<file path="config.mk">
export PLATFORM = sky130hd
export DESIGN_NAME = dense_argmax
export DESIGN_NICKNAME = d
export VERILOG_FILES = /design/src/rtl/neuroset_pkg.sv /design/src/rtl/argmax_cmp.sv /design/src/rtl/dense_argmax.sv
export SDC_FILE = /design/constraint.sdc
export NUM_CORES = 1
export LEC_CHECK = 0
export ABC_AREA = 1
export BUFFER_PORTS_ARGS = -buffer_cell sky130_fd_sc_hd__buf_4
export CAP_MARGIN = 0
export CELL_PAD_IN_SITES_DETAIL_PLACEMENT = 1
export CELL_PAD_IN_SITES_GLOBAL_PLACEMENT = 2
export CORE_ASPECT_RATIO = 1.2
export CORE_MARGIN = 2
export CORE_UTILIZATION = 31
export CTS_BUF_LIST = sky130_fd_sc_hd__clkbuf_4 sky130_fd_sc_hd__clkbuf_8 sky130_fd_sc_hd__clkbuf_16
export CTS_CLUSTER_SIZE = 40
export DETAILED_ROUTE_END_ITERATION = 8
export PLACE_DENSITY_LB_ADDON = 0.2
export SLEW_MARGIN = 20
export SYNTH_ARGS = -nofsm -noshare
export SYNTH_HDL_FRONTEND = slang
export SYNTH_SLANG_ARGS = --single-unit
export TNS_END_PERCENT = 1
</file>
<file path="constraint.sdc">
create_clock -name clk -period 2.5 [get_ports clk]
set_clock_uncertainty 0.05 [all_clocks]
set_input_delay 0.5 -clock clk [delete_from_list [all_inputs] [get_ports clk]]
set_output_delay 0.5 -clock clk [all_outputs]
set_load 0.05 [all_outputs]
</file>
<file path="src/rtl/neuroset_pkg.sv">
// Shared types and constants for the neuroset result stage.
// Optional margin output is enabled by DENSE_ARGMAX_MARGIN_EN.
package neuroset_pkg;

    localparam int ARGMAX_SIZE_1 = 11;
    localparam int ARGMAX_ADDR_W = 13;
    localparam int CLS_W = 4;

    localparam logic signed [ARGMAX_SIZE_1-1:0] ARGMAX_MIN =
        {1'b1, {(ARGMAX_SIZE_1-1){1'b0}}};

    typedef enum logic [1:0] {
        ARGMAX_IDLE,
        ARGMAX_READ,
        ARGMAX_DRAIN,
        ARGMAX_DONE
    } argmax_state_e;

endpackage

</file>
<file path="src/rtl/argmax_cmp.sv">
// Registered compare-and-update cell for a running signed maximum.
// With DENSE_ARGMAX_MARGIN_EN it also tracks the runner-up and margin.
module argmax_cmp
    import neuroset_pkg::*;
#(
    parameter int W  = ARGMAX_SIZE_1,
    parameter int IW = CLS_W
) (
    input  logic                clk,
    input  logic                rst_n,
    input  logic                clr,
    input  logic                in_vld,
    input  logic                first,
    input  logic signed [W-1:0] in_val,
    input  logic [IW-1:0]       in_idx,
`ifdef DENSE_ARGMAX_MARGIN_EN
    input  logic                sat_set,
    output logic signed [W:0]   margin_q,
`endif
    output logic signed [W-1:0] max_q,
    output logic [IW-1:0]       idx_q
);

    localparam logic signed [W-1:0] MIN_V = {1'b1, {(W-1){1'b0}}};

    logic take;

    assign take = in_vld && (first || (in_val > max_q));

    always_ff @(posedge clk or negedge rst_n) begin
        if (!rst_n) begin
            max_q <= MIN_V;
            idx_q <= '0;
        end else if (clr) begin
            max_q <= MIN_V;
            idx_q <= '0;
        end else if (take) begin
            max_q <= in_val;
            idx_q <= in_idx;
        end
    end

`ifdef DENSE_ARGMAX_MARGIN_EN
    localparam logic signed [W:0] SAT_V = {1'b0, {W{1'b1}}};

    logic signed [W-1:0] sec_q, sec_n, max_n;
    logic                sv_q, sv_n;
    logic signed [W:0]   margin_n;

    always_comb begin
        sec_n = sec_q;
        sv_n  = sv_q;
        max_n = take ? in_val : max_q;
        if (in_vld) begin
            if (first) begin
                sec_n = MIN_V;
                sv_n  = 1'b0;
            end else if (in_val > max_q) begin
                sec_n = max_q;
                sv_n  = 1'b1;
            end else if (in_val == max_q || !sv_q || in_val > sec_q) begin
                // ties with the max collapse the margin to zero
                sec_n = in_val;
                sv_n  = 1'b1;
            end
        end
        margin_n = margin_q;
        if (sat_set) begin
            margin_n = SAT_V;
        end else if (in_vld) begin
            margin_n = sv_n ? ({max_n[W-1], max_n} - {sec_n[W-1], sec_n})
                            : SAT_V;
        end
    end

    always_ff @(posedge clk or negedge rst_n) begin
        if (!rst_n) begin
            sec_q    <= MIN_V;
            sv_q     <= 1'b0;
            margin_q <= '0;
        end else if (clr) begin
            sec_q    <= MIN_V;
            sv_q     <= 1'b0;
            margin_q <= '0;
        end else begin
            sec_q    <= sec_n;
            sv_q     <= sv_n;
            margin_q <= margin_n;
        end
    end
`endif

endmodule

</file>
<file path="src/rtl/dense_argmax.sv">
// Scans dense-layer outputs from pixel memory and reports the argmax.
// Define DENSE_ARGMAX_MARGIN_EN to add the margin_o output.
module dense_argmax
    import neuroset_pkg::*;
#(
    parameter int SIZE_1           = ARGMAX_SIZE_1,
    parameter int SIZE_address_pix = ARGMAX_ADDR_W,
    parameter int READ_LAT         = 1
) (
    input  logic                          clk,
    input  logic                          rst_n,
    input  logic                          result_en,
    input  logic [3:0]                    out,
    input  logic [SIZE_address_pix-1:0]   memstartp,
    input  logic signed [SIZE_1-1:0]      qp,
    output logic                          re_p,
    output logic [SIZE_address_pix-1:0]   read_addressp,
    output logic [3:0]                    class_o,
    output logic signed [SIZE_1-1:0]      max_o,
`ifdef DENSE_ARGMAX_MARGIN_EN
    output logic signed [SIZE_1:0]        margin_o,
`endif
    output logic                          STOP
);

    argmax_state_e state_q, state_n;

    logic [CLS_W-1:0]            issue_q, issue_n;
    logic [CLS_W-1:0]            smp_q, smp_n;
    logic [READ_LAT:0]           vld_q, vld_n;
    logic                        re_n, stop_n, issue, take, last;
    logic [SIZE_address_pix-1:0] addr_n;

    assign take = vld_q[READ_LAT];
    assign last = take && (smp_q == out - 4'd1);

    always_comb begin
        state_n = state_q;
        issue_n = issue_q;
        smp_n   = smp_q;
        re_n    = re_p;
        addr_n  = read_addressp;
        stop_n  = STOP;
        issue   = 1'b0;
        unique case (state_q)
            ARGMAX_IDLE: begin
                if (out == 4'd0) begin
                    state_n = ARGMAX_DONE;
                    stop_n  = 1'b1;
                end else begin
                    state_n = ARGMAX_READ;
                    re_n    = 1'b1;
                    addr_n  = memstartp;
                    issue_n = 4'd1;
                    issue   = 1'b1;
                end
            end
            ARGMAX_READ: begin
                if (issue_q == out) begin
                    re_n    = 1'b0;
                    state_n = ARGMAX_DRAIN;
                end else begin
                    addr_n  = memstartp + SIZE_address_pix'(issue_q);
                    issue_n = issue_q + 4'd1;
                    issue   = 1'b1;
                end
            end
            ARGMAX_DRAIN: ;
            ARGMAX_DONE: ;
            default: state_n = ARGMAX_IDLE;
        endcase
        if (take) smp_n = smp_q + 4'd1;
        if (last) begin
            state_n = ARGMAX_DONE;
            stop_n  = 1'b1;
        end
        // dropping the enable discards everything, including reads in flight
        if (!result_en) begin
            state_n = ARGMAX_IDLE;
            re_n    = 1'b0;
            addr_n  = '0;
            stop_n  = 1'b0;
            issue_n = '0;
            smp_n   = '0;
            issue   = 1'b0;
        end
        vld_n = result_en ? ((vld_q << 1) | (READ_LAT+1)'(issue)) : '0;
    end

    always_ff @(posedge clk or negedge rst_n) begin
        if (!rst_n) begin
            state_q       <= ARGMAX_IDLE;
            issue_q       <= '0;
            smp_q         <= '0;
            vld_q         <= '0;
            re_p          <= 1'b0;
            read_addressp <= '0;
            STOP          <= 1'b0;
        end else begin
            state_q       <= state_n;
            issue_q       <= issue_n;
            smp_q         <= smp_n;
            vld_q         <= vld_n;
            re_p          <= re_n;
            read_addressp <= addr_n;
            STOP          <= stop_n;
        end
    end

    argmax_cmp #(
        .W  (SIZE_1),
        .IW (CLS_W)
    ) u_cmp (
        .clk      (clk),
        .rst_n    (rst_n),
        .clr      (!result_en),
        .in_vld   (take),
        .first    (smp_q == 4'd0),
        .in_val   (qp),
        .in_idx   (smp_q),
`ifdef DENSE_ARGMAX_MARGIN_EN
        .sat_set  (state_q == ARGMAX_IDLE && result_en && out == 4'd0),
        .margin_q (margin_o),
`endif
        .max_q    (max_o),
        .idx_q    (class_o)
    );

endmodule

</file>
==> Implementation_results.wiki <==
{| class="wikitable"
! Metric !! Value
|-
| Status || finished clean
|-
| Count of hold-fix buffers inserted at cts || 0
|-
| Drt total wl || 7.09 mm
|-
| Async set-reset flop share out of synthesis || 100%
|-
| Register area share after synthesis || 39.9%
|-
| Leading post-synthesis cells by instance count || 101 x nand2_1, 41 x dfrtp_1, 38 x inv_1
|-
| CTS buffer count || 5
|-
| Number of placement rows || 36
|-
| Number of slew-limit violations in the final report || 0
|-
| Maximum number of pins on one net before global-route repair || 43
|-
| First-pass GRT wire length || 12.0 mm
|-
| Post-Route Setup TNS || 0 ns
|-
| Largest stage delay on the critical path || 0.55 ns
|-
| Detailed-route DRC error count || 0
|-
| Signal arrival time at the worst endpoint || 2.34 ns
|-
| Total power density per cell area || 797 nW/µm²
|-
| Drt pass-1 iters || 4
|-
| Cells along the critical path || inv_1 > ha_1 > nand2_2 > nor2_2 > and2_1 > nand2_1 > nand4_1 > nand3_2 > nand2_4 > nand2_4 > nand2_1 > nand2_1
|-
| Grt ovf || 0
|-
| Die span in y || 105 µm
|-
| Syn Nets || 388
|-
| Gates resized, CTS repair || 0
|-
| Clk Latency, worst-skew pair || 0.29 ns
|-
| Highest net fanout along the worst path || 16
|-
| Cell types occupying the most area after synthesis || dfrtp_1 39%, nand2_1 14%, ha_1 9.5%
|-
| Global-route total usage across every layer || 16.3%
|-
| LEAKAGE || 1.72 nW
|-
| Post-CTS Setup Repair Bufs || 0
|-
| Area growth from synthesis to layout || 24.3%
|-
| Top-area cell type share of the netlist area || 38.9%
|-
| WS Path Type || reg -> reg
|-
| Maximum ir drop on the vdd rail || 491 µV
|-
| Cell type contributing the most total cell area after synthesis || dfrtp_1
|-
| Final hold slack || 0.148 ns
|-
| Largest buffer count on any clock path || 2
|-
| Worst max-slew margin expressed relative to the limit || 61.6%
|-
| Highest Clock Rate || 453 MHz
|-
| Most instantiated flip-flop cell in the synthesis netlist || dfrtp_1
|-
| Via density per instance || 4.67
|-
| Root buffer selected by CTS || clkbuf_8
|-
| Number of hold-slack violations in the final timing report || 0
|-
| Leading cell type by number of instances after synthesis || nand2_1
|-
| Top-level I/O count || 61
|-
| Clock transition at path regs || 0.09 ns
|-
| Number of global-route vias before repair || 2585
|-
| Post-route ant nets || 0
|-
| RSZ-0062 raised after global routing || no
|-
| Average instance area after synthesis || 7.86 µm²
|-
| Register bit total from synthesis || 42
|-
| Worst hold path class || in -> async
|-
| Number of flops mapped to enable cells by yosys || 0
|-
| Clock sink count || 42
|-
| WL per Instance || 13.9 µm
|-
| Kind of start point of the critical path || flop
|-
| Total die area || 9270 µm²
|-
| Crit-path slowest cell || dfstp_2
|-
| Footprint of the flip-flops and latches || 1050 µm²
|-
| Synthesized cell area || 2640 µm²
|-
| Cell repeated most along the worst path || nand2_1
|-
| Synth unique cells || 36
|-
| Ant diodes || 0
|-
| Maximum Capacitance Violations || 0
|-
| DRT iter0 DRCs || 55
|-
| Area occupied by multi-input gates || 1380 µm²
|-
| DP HPWL || 5.44 mm
|-
| Number of warnings reported in the yosys synthesis log || 0
|-
| Slew at the pin closest to its max-slew limit || 0.576 ns
|-
| Global placement routability congestion || 0.826
|-
| Initial antenna violation count || 0
|-
| Vias after detailed routing || 2392
|-
| CP Capture Type || flop
|-
| Net count reported at finish || 449
|-
| H-tree depth reported by CTS || 2
|-
| Mapped Cells || 336
|-
| Initial cell density of the core || 32.2%
|-
| Tcrit/Tclk final || 88.3%
|-
| Data required time at the worst endpoint || 2.63 ns
|-
| Min cycle time layout || 2.21 ns
|-
| Fraction of final layout cells sized beyond drive strength 1 || 21.4%
|-
| TritonCTS clock tree || done
|-
| Port-buffer cells || 60
|-
| Final-layout fill cell count || 1034
|-
| Final setup violation count || 0
|-
| Die span in x || 88.2 µm
|-
| Core region area || 8200 µm²
|}
[power breakdown]
group	internal, W	total [W]	switching (W)
Sequential	0.000818	0.000927	0.000109
Clock	0.000223	0.000472	0.000250
Combinational	0.000370	0.00122	0.000846
Total	0.00141	0.00261	0.00120
[worst max-delay path: cells and delay by family, from the launching register on]
| kind | cells | cell delay (ns) |
|---|---|---|
| adders and majority gates | 1 | 0.33 |
| DFF | 1 | 0.55 |
| buffers and inverters | 1 | 0.05 |
| and+or+nand+nor | 10 | 1.11 |
[layout by cell type, fill, tap and decap left out, types with 2 or more instances in the layout]
master	Yosys	routed
o31ai_1	2	2
inv_2	3	3
nand2_4	3	3
o21ai_0	14	14
xnor2_1	4	4
clkbuf_8	0	6
ha_1	20	20
nand3_1	25	25
buf_4	3	60
nand4_1	3	3
a21oi_1	15	15
nor3_1	5	5
nand2_1	101	101
o21ai_1	3	3
inv_1	38	38
nor2_1	18	18
a22oi_1	2	2
xor2_1	13	13
o211ai_1	2	2
nand2_2	5	5
dfrtp_1	41	41
[metal layers]
metal / part of all wire (%) / global-route usage [%] / up-vias / wire (µm)
met1: 43 / 19.1 / 1140 / 3040
met4: 0.72 / 4.11 / 0 / 51
met2: 53 / 30.3 / 43 / 3800
met3: 2.9 / 2.05 / 4 / 208
met5: 0 / 0 / - / 0
li1: - / - / 1205 / -
[per-stage QoR]
step           total power, W  area (µm²)  util, %  instances  setup WS [ns]
2_1_floorplan         0.00179        2640        -        336          0.325
4_1_cts               0.00267        3280     40.0        512          0.260
6_report              0.00261        3280     40.0        512          0.292
3_3_place_gp          0.00215        3190     38.9        504          0.296
5_1_grt               0.00282        3280     40.0        512         0.0720
3_5_place_dp          0.00217        3190     38.9        504          0.231
[kinds of logic after synthesis]
logic type | count (synthesis) | share of synthesized area (%)
XOR/XNOR | 17 | 5.64
adder cells (fa/ha/maj) | 21 | 10.2
AO/OA/AOI/OAI | 43 | 9.43
buffers and inverters | 48 | 7.72
AND/OR/NAND/NOR | 165 | 27.1
flip-flops | 42 | 39.9
[layout make-up]
cell class	count	area share (%)
multi-input combinational	246	42.2
sequential	42	32.1
timing repair buffer	60	13.7
inverter	42	4.80
tap	114	4.35
clock buffer	6	2.52
clock inverter	2	0.381
[sequential cells by signal, summed over array words and instances, names as in the netlist]
register / cells
STOP: 1
issue_q: 4
re_p: 1
read_addressp: 13
smp_q: 4
state_q: 2
u_cmp.idx_q: 4
u_cmp.max_q: 11
vld_q: 2
[final timing paths]
path / startpoint / end / slack (ns) / depth (start not counted)
min in group clk: vld_q[0] / vld_q[1] / 0.39 / 2
hold / removal: rst_n / u_cmp.idx_q[1] / 0.15 / 1
hold reg to reg: vld_q[0] / vld_q[1] / 0.39 / 2
setup / recovery: u_cmp.max_q[10] / u_cmp.max_q[7] / 0.29 / 12
max in group asynchronous: rst_n / u_cmp.max_q[8] / 1.86 / 1
setup reg to reg: u_cmp.max_q[10] / u_cmp.max_q[7] / 0.29 / 12
Power figures use the tool's default switching activity.
